File: src/rtl/heater_thermostat_ctrl.sv
// Water-heater relay controller: hysteresis regulation with min on/off dwell, over-temp trip and stale-sample watchdog.
// Optional dry-fire (continuous-on) limit is compiled in when HEATER_MAX_ON_EN is defined.
module heater_thermostat_ctrl #(
  parameter logic [31:0]        MIN_ON_CYCLES  = 32'd27_000_000,
  parameter logic [31:0]        MIN_OFF_CYCLES = 32'd27_000_000,
  parameter logic [31:0]        STALE_CYCLES   = 32'd81_000_000,
  parameter logic signed [15:0] HYST           = 16'sd16,
  parameter logic signed [15:0] TEMP_HI        = 16'sd1440,
  parameter logic signed [15:0] TEMP_LO        = 16'sd0,
  parameter logic [31:0]        MAX_ON_CYCLES  = 32'd270_000_000
) (
  input  logic        CLK,
  input  logic        RST_N,
  input  logic        ENABLE,
  input  logic        TEMP_VALID,
  input  logic [15:0] TEMPERATURE,
  input  logic [15:0] SETPOINT,
  output logic        HEATER_ON,
  output logic        FAULT,
  output logic [2:0]  STATE
);

  localparam int unsigned CNT_W  = 32;
  localparam int unsigned TEMP_W = 16;
  localparam int unsigned CMP_W  = 17;
  localparam int unsigned ST_W   = 3;
  localparam logic [CNT_W-1:0]  CNT_MAX       = '1;
  localparam logic [TEMP_W-1:0] POWER_ON_TEMP = 16'h0550;

  typedef enum logic [ST_W-1:0] {
    S_DISABLED = 3'd0,
    S_ACQUIRE  = 3'd1,
    S_OFF      = 3'd2,
    S_ON       = 3'd3,
    S_FAULT    = 3'd4
  } state_e;

  state_e                    state_q, state_d;
  logic [CNT_W-1:0]          stale_q, stale_d;
  logic [CNT_W-1:0]          dwell_q, dwell_d;
  logic signed [TEMP_W-1:0]  temp_q, temp_d;
  logic                      heater_q, fault_q;
  logic                      active, accept, out_of_range, stale_hit, dry_fire, trip;
  logic signed [CMP_W-1:0]   temp_x, setpoint_x, low_thr;

  function automatic logic [CNT_W-1:0] sat_inc(input logic [CNT_W-1:0] v);
    return (v == CNT_MAX) ? v : v + CNT_W'(1);
  endfunction

  // Sample qualification; the sensor's power-on reading is dropped while acquiring
  assign active       = (state_q == S_ACQUIRE) || (state_q == S_OFF) || (state_q == S_ON);
  assign accept       = TEMP_VALID && ENABLE && active &&
                        !((state_q == S_ACQUIRE) && (TEMPERATURE == POWER_ON_TEMP));
  assign out_of_range = ($signed(TEMPERATURE) > TEMP_HI) || ($signed(TEMPERATURE) < TEMP_LO);
  assign stale_hit    = stale_q >= STALE_CYCLES;

  // One extra bit keeps SETPOINT - HYST from wrapping at very low setpoints
  assign temp_x     = {temp_q[TEMP_W-1], temp_q};
  assign setpoint_x = {SETPOINT[TEMP_W-1], SETPOINT};
  assign low_thr    = setpoint_x - {HYST[TEMP_W-1], HYST};

`ifdef HEATER_MAX_ON_EN
  logic [CNT_W-1:0] on_q, on_d;

  assign on_d     = (state_q == S_ON) ? sat_inc(on_q) : '0;
  assign dry_fire = (state_q == S_ON) && (on_q >= MAX_ON_CYCLES);

  always_ff @(posedge CLK or negedge RST_N) begin
    if (!RST_N) on_q <= '0;
    else        on_q <= on_d;
  end
`else
  logic unused_max_on;

  assign unused_max_on = ^MAX_ON_CYCLES;
  assign dry_fire      = 1'b0;
`endif

  assign trip = (accept && out_of_range) || stale_hit || dry_fire;

  // Next-state: ENABLE low wins, then fault conditions, then regulation
  always_comb begin
    state_d = state_q;
    case (state_q)
      S_DISABLED: begin
        if (ENABLE) state_d = S_ACQUIRE;
      end
      S_ACQUIRE: begin
        if (!ENABLE)     state_d = S_DISABLED;
        else if (trip)   state_d = S_FAULT;
        else if (accept) state_d = S_OFF;
      end
      S_OFF: begin
        if (!ENABLE)    state_d = S_DISABLED;
        else if (trip)  state_d = S_FAULT;
        else if ((dwell_q >= MIN_OFF_CYCLES) && (temp_x < low_thr)) state_d = S_ON;
      end
      S_ON: begin
        if (!ENABLE)    state_d = S_DISABLED;
        else if (trip)  state_d = S_FAULT;
        else if ((dwell_q >= MIN_ON_CYCLES) && (temp_x >= setpoint_x)) state_d = S_OFF;
      end
      S_FAULT: begin
        if (!ENABLE) state_d = S_DISABLED;
      end
      default: state_d = S_DISABLED;
    endcase
  end

  // Datapath: sample latch, stale watchdog, dwell timer
  always_comb begin
    temp_d  = temp_q;
    stale_d = '0;
    dwell_d = sat_inc(dwell_q);
    if (accept) temp_d = TEMPERATURE;
    if (active && !accept) stale_d = sat_inc(stale_q);
    if (state_d != state_q) begin
      dwell_d = ((state_q == S_ACQUIRE) && (state_d == S_OFF)) ? MIN_OFF_CYCLES : '0;
    end
  end

  always_ff @(posedge CLK or negedge RST_N) begin
    if (!RST_N) begin
      state_q  <= S_DISABLED;
      stale_q  <= '0;
      dwell_q  <= '0;
      temp_q   <= '0;
      heater_q <= 1'b0;
      fault_q  <= 1'b0;
    end else begin
      state_q  <= state_d;
      stale_q  <= stale_d;
      dwell_q  <= dwell_d;
      temp_q   <= temp_d;
      heater_q <= (state_d == S_ON);
      fault_q  <= (state_d == S_FAULT);
    end
  end

  assign HEATER_ON = heater_q;
  assign FAULT     = fault_q;
  assign STATE     = state_q;

endmodule
File: config.mk
export PLATFORM = sky130hd
export DESIGN_NAME = heater_thermostat_ctrl
export DESIGN_NICKNAME = d
export VERILOG_FILES = /design/src/rtl/heater_thermostat_ctrl.sv
export SDC_FILE = /design/constraint.sdc
export NUM_CORES = 1
export LEC_CHECK = 0
export ABC_AREA = 1
export CORE_MARGIN = 2
export CORE_UTILIZATION = 65
export DETAILED_ROUTE_END_ITERATION = 8
export GPL_TIMING_DRIVEN = 0
export HOLD_SLACK_MARGIN = 0.12
export PLACE_DENSITY = 0.93
export SYNTH_ARGS = -nofsm -noshare
export SYNTH_HDL_FRONTEND = slang
export SYNTH_SLANG_ARGS = --single-unit
File: constraint.sdc
create_clock -name CLK -period 4.5 [get_ports CLK]
set_clock_uncertainty 0.2 [all_clocks]
set_input_delay 0.45 -clock CLK [delete_from_list [all_inputs] [get_ports CLK]]
set_output_delay 0.45 -clock CLK [all_outputs]
set_load 0.02 [all_outputs]
* Yosys cells after proc, flatten, opt, wreduce, memory -nomap -nowiden *
Cells that the tools add are included.

cells by class
  $add $sub $neg = 3
  reductions and logical operators = 16
  equal/unequal tests = 13
  multiplexer cells = 17
  magnitude comparators = 6

operators by type and width
  cell                                                                     number
  32-bit 2-to-1 mux                                                        4
  32-bit by 1-bit adder with 32-bit output, second input constant          2
  32-bit == test, second input constant                                    2
  3-bit 2-to-1 mux                                                         11
  32-bit by 25-bit >= comparator with 1-bit output, second input constant  1
  32-bit by 27-bit >= comparator with 1-bit output, second input constant  1
  25-bit 2-to-1 mux                                                        1
  16-bit by 17-bit < comparator with 1-bit output                          1
  16-bit by 6-bit subtractor with 17-bit output, second input constant     1
  16-bit by 11-bit == test with 1-bit output, second input constant        1
  16-bit >= comparator                                                     1
  16-bit by 12-bit > comparator with 1-bit output, second input constant   1
  16-bit by 1-bit < comparator with 1-bit output, second input constant    1
  3-bit one-hot mux with 5 select lines                                    1
  3-bit by 2-bit == test with 1-bit output, second input constant          4
  1-bit logical AND                                                        9
  3-bit == test, second input constant                                     2
  1-bit logical OR                                                         4
  3-bit by 1-bit == test with 1-bit output, second input constant          1
  3-bit zero test                                                          1
  3-bit inequality test                                                    1
  1-bit zero test                                                          2
  2-bit by 1-bit inequality test with 1-bit output, second input constant  1
  2-bit inequality test, second input constant                             1

storage, ports and cells
  flip-flop bits (word level) = 85
  output and inout port bits = 5
  word-level logic and storage cells = 61
  input port bits = 36

* Logic depth before layout (Yosys ltp) *
Gate-level depths: netlist of run 1.

  depth after elaboration = 14
  depth in mapped cells = 24
  depth with buffers taken out = 23

* Worst setup path before layout of run 1 *
No wires, ideal clock.

  kind = input port to flip-flop
  start point = in SETPOINT[4]
  end point = reg dwell_q[12]
  cell stages on the path = 22
  required time = 4.166 ns
  setup slack = 1.156 ns
  data arrival time = 3.010 ns
  library setup time = 0.134 ns
  buffers on the path = 1
  cells stage by stage = inv_1 ha_1 nand4_1 nor3_1 nand3_1 nor2_1 nor2_1 ha_1 a21oi_1 o21a_1 nand2_1 nor2_1 nand2_1 nand2_1 nand3_1 nand2_1 nand2_1 nand2_1 nand3_2 nand4_4 buf_4 nand3_1

between the ends
  longest elaborated chain between the ends = 11
  elaborated cells between the ends (all ways) = 18
  classes of those cells = add/sub (1); order compare (2); eq/ne (3); mux (9); reduce/logical (3)

RTL lines
  item                                             RTL line  RTL
  start: declaration                               17        input logic [15:0] SETPOINT,
  16-bit by 6-bit subtractor with 17-bit output    60        assign low_thr = setpoint_x - {HYST[TEMP_W-1], HYST};
  16-bit by 17-bit < comparator with 1-bit output  96        else if ((dwell_q >= MIN_OFF_CYCLES) && (temp_x < low_thr)) state_d = S_ON;
  1-bit logical AND                                96
  3-bit 2-to-1 mux                                 96
  3-bit 2-to-1 mux                                 95        else if (trip) state_d = S_FAULT;
  3-bit 2-to-1 mux                                 94        if (!ENABLE) state_d = S_DISABLED;
  3-bit one-hot mux with 5 select lines (*)        84        case (state_q)
  3-bit by 2-bit == test with 1-bit output         118       dwell_d = ((state_q == S_ACQUIRE) && (state_d == S_OFF)) ? MIN_OFF_CYCLES : '0;
  1-bit logical AND                                118
  25-bit 2-to-1 mux                                118
  32-bit 2-to-1 mux                                117       if (state_d != state_q) begin
  end signal: assignment                           133       dwell_q <= dwell_d;
  end: declaration                                 40        logic [CNT_W-1:0] dwell_q, dwell_d;

Every way passes the cells marked *; elsewhere a longest branch is shown, timed or not.
A chain may end at the register's enable or synchronous reset.

* Worst setup path in the final report of run 1 *
  start point = in SETPOINT[4]
  end point = reg dwell_q[13]

The elaborated chain is that of the path after synthesis.

==> results of run 1 <==
[state kept, by name, summed over array words and instances (netlist names)]
name	cells
HEATER_ON	1
stale_q	32
STATE	3
temp_q	16
dwell_q	32
FAULT	1
[logic make-up after synthesis]
logic type	Yosys count	synth area share
simple gates	422	0.344
buf+inv	116	0.0770
compound gates	95	0.0914
flops	85	0.360
xor+xnor	35	0.0551
fa+ha+maj	34	0.0721
[worst max-delay path, stage by stage]
cell,delay (ns)
clkdlybuf4s50_1,0.44
inv_1,0.13
ha_1,0.22
nand4_1,0.17
nor3_1,0.29
nand3_1,0.17
nor2_1,0.12
nor2_1,0.06
ha_1,0.34
a21oi_1,0.19
o21a_1,0.15
nand2_1,0.05
nor2_1,0.13
nand2_1,0.06
nand2_1,0.08
nand3_1,0.07
nand2_1,0.06
nand2_1,0.05
nand2_1,0.11
nand3_2,0.23
buf_2,0.27
nand4_1,0.13
nand3_1,0.09
[placed cells by master, fill, tap and decap left out, types with 3 or more instances in the layout]
master / count
nor2_2: 21
clkbuf_1: 4
nand3_1: 57
xor2_1: 26
xnor2_1: 8
a31oi_1: 5
clkdlybuf4s50_1: 39
nand4_1: 42
nor4_1: 7
nor3_1: 33
dfrtp_1: 85
nor2_1: 72
nand2_1: 165
o21ai_0: 38
nand2_2: 5
nand3_2: 3
o21a_1: 5
ha_1: 34
nor3_2: 3
inv_1: 98
buf_2: 3
inv_2: 6
buf_4: 3
clkbuf_8: 10
a21oi_1: 35
clkinv_4: 3
[worst max path at each step]
stage,slack [ns],cells past startpoint,from,end
6_report,0.46,23,SETPOINT[4],dwell_q[13]
5_1_grt,0.07,23,SETPOINT[4],dwell_q[13]
4_1_cts,0.49,23,SETPOINT[4],dwell_q[13]
3_5_place_dp,0.1,23,SETPOINT[4],dwell_q[24]
3_3_place_gp,-0.23,1,RST_N,temp_q[8]
2_1_floorplan,1.16,22,SETPOINT[4],dwell_q[12]
[area by class of cell]
class | instances | share of cell area
clock buffer | 10 | 0.0206
multi-input combinational | 586 | 0.497
clock inverter | 6 | 0.0105
buffer | 12 | 0.00955
timing repair buffer | 42 | 0.0652
inverter | 104 | 0.0584
sequential | 85 | 0.318
tap | 108 | 0.0202
[power by group]
part	switching (mW)	leakage, nW	internal (mW)
Clock	0.297	0.107	0.276
Sequential	0.127	1.16	0.881
Combinational	0.600	1.88	0.357
[layer usage]
layer,GRT usage,up-vias,share of wire
li1,-,2740,-
met1,0.379,2683,0.40
met2,0.550,250,0.51
met3,0.0429,47,0.064
met4,0.148,0,0.027
met5,0,-,0
[what timing repair did]
action	in CTS	in global routing
setup buffers	0	0
hold endpoints to repair	41	0
hold buffers	1	0
[stage by stage]
| step | setup slack, ns | TNS, ns | instances |
|---|---|---|---|
| final | 0.462 | 0 | 953 |
| after global routing | 0.0742 | 0 | 953 |
| after CTS | 0.491 | 0 | 953 |
| after detailed placement | 0.0986 | 0 | 936 |
| after global placement | -0.234 | -19.37 | 935 |
| after floorplan | 1.16 | 0 | 787 |
==> flow_summary.ini, run 1 <==
[status]
outcome = finished clean

[setup_path]
reg2reg_slack_ns = 1.47
critPathKind = in2reg
r2r-end = stale_q[9]
crit_required_ns = 4.53
crit_fanout = 10
end_kind = register
start_kind = input pin
critPathArrivalTime_ns = 4.06
r2r-start = stale_q[1]
ff2ff_path_depth = 14

[placed_design]
port-buffer-count = 40
gp_congestion = 0.982
dp_hpwl_um = 11100
placed_area_um2 = 6460

[synth]
async_reset_ff_frac = 1.00
yosysMostFrequentCell = nand2_1
syn_nets = 857
netlist_top_cells_count = 165 x nand2_1, 98 x inv_1, 85 x dfrtp_1
synth_warnings = 0
ys.flop_type = dfrtp_1
synth-seq-cells = 85
ys_seq_area_frac = 0.360
synth-edff-count = 0
syn_inst = 787
synth_area_leaders = dfrtp_1 36%, nand2_1 10%, ha_1 7.2%
synth_largest_area_cell = dfrtp_1
synth.distinct_cells = 46
synth_area_um2 = 5900
avgSynthCellArea_um2 = 7.50
yosysTopAreaCellShare = 0.360

[route]
wire_per_inst_um = 15.3
via_count = 5720
antenna_left = 0
drtIter0Drc = 347
drt_first_pass_iters = 5
drcViolationCount = 0
viasPerCell = 6.00
routed_wl_um = 14600

[pwr]
finalPower_mw = 2.54
p_leak_nw = 3.14
ir_drop_v = 0.000198
power_density_nw_per_um2 = 380

[global_routing]
grt_pass1_wl_um = 25300
overflow = 0
antenna_found_initial = 0
gr-usage-all-layers = 0.313
grt_max_degree = 67
grt_pass1_vias = 5864

[timing]
max_freq_ghz = 0.248
fin_crit_ns = 4.04
setup-violations-final = 0
slew_viol_final = 0
rsz0062_at_grt = false
hold_slack_ns = 0.293
max_slew_margin = 0.569
tightest_slew_ns = 0.641
fin_crit_sh = 0.897
finalHoldViolCount = 0

[cells_and_area]
layout.nets = 910
ff_latch_area_um2 = 2130
antennaDiodeCount = 0
multiInputGateArea_um2 = 3320
utilization = 0.762
syn2layout_area_growth_pct = 13.2
drive_gt1_frac = 0.0899
final_area_um2 = 6680
fillers = 613

[clock_network]
cts_tree = built
numCtsBuffers = 9
clkTransAtPathRegs_ns = 0.08
cts_resized = 0
cts_sinks = 85
cts_root_buf = clkbuf_8
ctsLongestPathBuffers = 2
ctsHtreeMaxLevel = 3
insertion_delay_ns = 0.36

[floorplan]
rows = 34
die_area_um2 = 9860
die_h_um = 99.3
io-pin-count = 41
start_util = 0.673
core_um2 = 8760
fp.dieW_um = 99.3

[hold_path]
worstHoldEndpoint = temp_q[1]
hp-start = temp_q[1]
hold_depth = 2
worstHoldPathType = reg2reg

[flow_run]
drv_cap = 0
(Power assumes the default switching activity.)
==> inputs of run 2 (changes only) <==
Settings changed: CORE_MARGIN 2 to 4, CTS_CLUSTER_SIZE set to 12.
==> flow_summary.ini, run 2 (synthesis results as in run 1) <==
[placed_design]
dpl.cell_count = 936
gp_congestion = 0.981
dp_hpwl_um = 10900
placed_area_um2 = 6460
port-buffer-count = 40
dp_slack_ns = 0.0595

[cells_and_area]
final_common_cell = nand2_1
final_cell_mix = 165 x nand2_1, 98 x inv_1, 85 x dfrtp_1
syn2layout_area_growth_pct = 13.0
antennaDiodeCount = 0
stdcell_count = 953
final_area_um2 = 6670
reg_top3 = dwell_q: 32 flops, stale_q: 32 flops, temp_q: 16 flops
layout.nets = 910
fillers = 617
drive_gt1_frac = 0.0888

[hold_path]
worstHoldEndpoint = temp_q[1]
hold_depth = 2
hp-start = temp_q[1]
worstHoldPathType = reg2reg

[floorplan]
start_util = 0.673
rows = 34
die_area_um2 = 10700
die_h_um = 103
io-pin-count = 41
core_um2 = 8760
fp.dieW_um = 103

[timing]
setup-violations-final = 0
max_slew_margin = 0.564
timing.setup.tns_ns = 0
timing.final.ws_setup_ns = 0.287
fin_crit_ns = 4.21
tightest_slew_ns = 0.647
rsz0062_at_grt = false
slew_viol_final = 0
max_freq_ghz = 0.237
finalHoldViolCount = 0
fin_crit_sh = 0.936

[global_routing]
grt_pass1_wl_um = 24600
overflow = 0
grt_pass1_vias = 5541
antenna_found_initial = 0
gr-usage-all-layers = 0.288
grt_max_degree = 61

[setup_path]
end_kind = register
critPathKind = in2reg
reg2reg_slack_ns = 1.55
start_kind = input pin
critPathArrivalTime_ns = 4.25
crit_required_ns = 4.54
crit_fanout = 10
r2r-end = stale_q[9]
ff2ff_path_depth = 14
r2r-start = stale_q[1]

[clock_network]
insertion_delay_ns = 0.38
clkTransAtPathRegs_ns = 0.09
ctsLongestPathBuffers = 2
cts_sinks = 85
numCtsBuffers = 9
cts_root_buf = clkbuf_8
ctsHtreeMaxLevel = 3
cts_tree = built
cts_resized = 0

[pwr]
p_int_mw = 1.50
power_frac_clock = 0.222
ir_drop_v = 0.000185
comb_power_share = 0.380
p_leak_nw = 3.13
power.switching_mw = 1.04
power_frac_seq = 0.398
swShare = 0.408
power_density_nw_per_um2 = 381

[route]
routed_wl_um = 14600
antenna_left = 0
drcViolationCount = 0
via_count = 5703
drtIter0Drc = 432
wire_per_inst_um = 15.3
drt_first_pass_iters = 5
viasPerCell = 5.98

[flow_run]
drv_cap = 0

[status]
outcome = finished clean
## run 2: changes by cell type in the layout (fill, tap and decap cells not counted)
cell | before | now
clkbuf_1 | 4 | 5
clkinv_4 | 3 | 1
inv_8 | 0 | 1
clkinvlp_4 | 0 | 1
clkbuf_8 | 10 | 9
## run 2: cell type report
class	instances	area, µm²	area share
multi-input cells	586	3320	0.498
flip-flops and latches	85	2130	0.319
repair buffers	42	435	0.0653
inverters	104	390	0.0585
well taps	108	135	0.0203
clock buffers	10	128	0.0191
clock inverters	6	71.3	0.0107
plain buffers	12	63.8	0.00956
## run 2: stage by stage
| stage | hold slack [ns] | util | total power [mW] |
|---|---|---|---|
| after global placement | 0.265 | 0.735 | 1.89 |
| after CTS | 0.294 | 0.761 | 2.53 |
| after global routing | 0.328 | 0.761 | 2.72 |
| after floorplan | -0.0456 | - | 1.67 |
| final | 0.297 | 0.761 | 2.54 |
| after detailed placement | 0.187 | 0.737 | 1.96 |
## run 2: worst max path at each step
stage	from	end	slack [ns]	cells after the start
6_report	SETPOINT[4]	dwell_q[12]	0.29	23
5_1_grt	SETPOINT[4]	dwell_q[20]	0.08	23
4_1_cts	SETPOINT[4]	dwell_q[12]	0.40	23
3_5_place_dp	SETPOINT[4]	dwell_q[24]	0.06	23
3_3_place_gp	RST_N	stale_q[23]	-0.16	1
2_1_floorplan	SETPOINT[4]	dwell_q[12]	1.16	22
## run 2: worst max-delay path, stage by stage
cell	delay [ns]
clkdlybuf4s50_1	0.44
inv_1	0.14
ha_1	0.25
nand4_1	0.18
nor3_1	0.31
nand3_1	0.18
nor2_1	0.15
nor2_1	0.06
ha_1	0.35
a21oi_1	0.19
o21a_1	0.18
nand2_1	0.07
nor2_1	0.14
nand2_1	0.07
nand2_1	0.07
nand3_1	0.07
nand2_1	0.06
nand2_1	0.06
nand2_1	0.11
nand3_2	0.23
nand4_4	0.22
buf_4	0.19
nand3_1	0.09
## run 2: timing repair
item / in CTS / in global routing
hold buffers: 1 / 0
hold endpoints to repair: 25 / 0
setup buffers: 0 / 0
## run 2: per-layer routing
layer	GRT usage	up-vias	routed length, µm
li1	-	2726	-
met1	0.346	2668	5770
met2	0.513	265	7360
met3	0.0449	44	1120
met4	0.117	0	365
met5	0	-	0
## run 2: power by group through the flow
stage / Combinational [mW] / Sequential (mW) / Clock [mW]
after floorplan: 0.676 / 0.992 / 0
after global placement: 0.878 / 1.01 / 0
after detailed placement: 0.943 / 1.02 / 0
after CTS: 0.958 / 1.00 / 0.566
after global routing: 1.09 / 1.02 / 0.604
final: 0.965 / 1.01 / 0.565
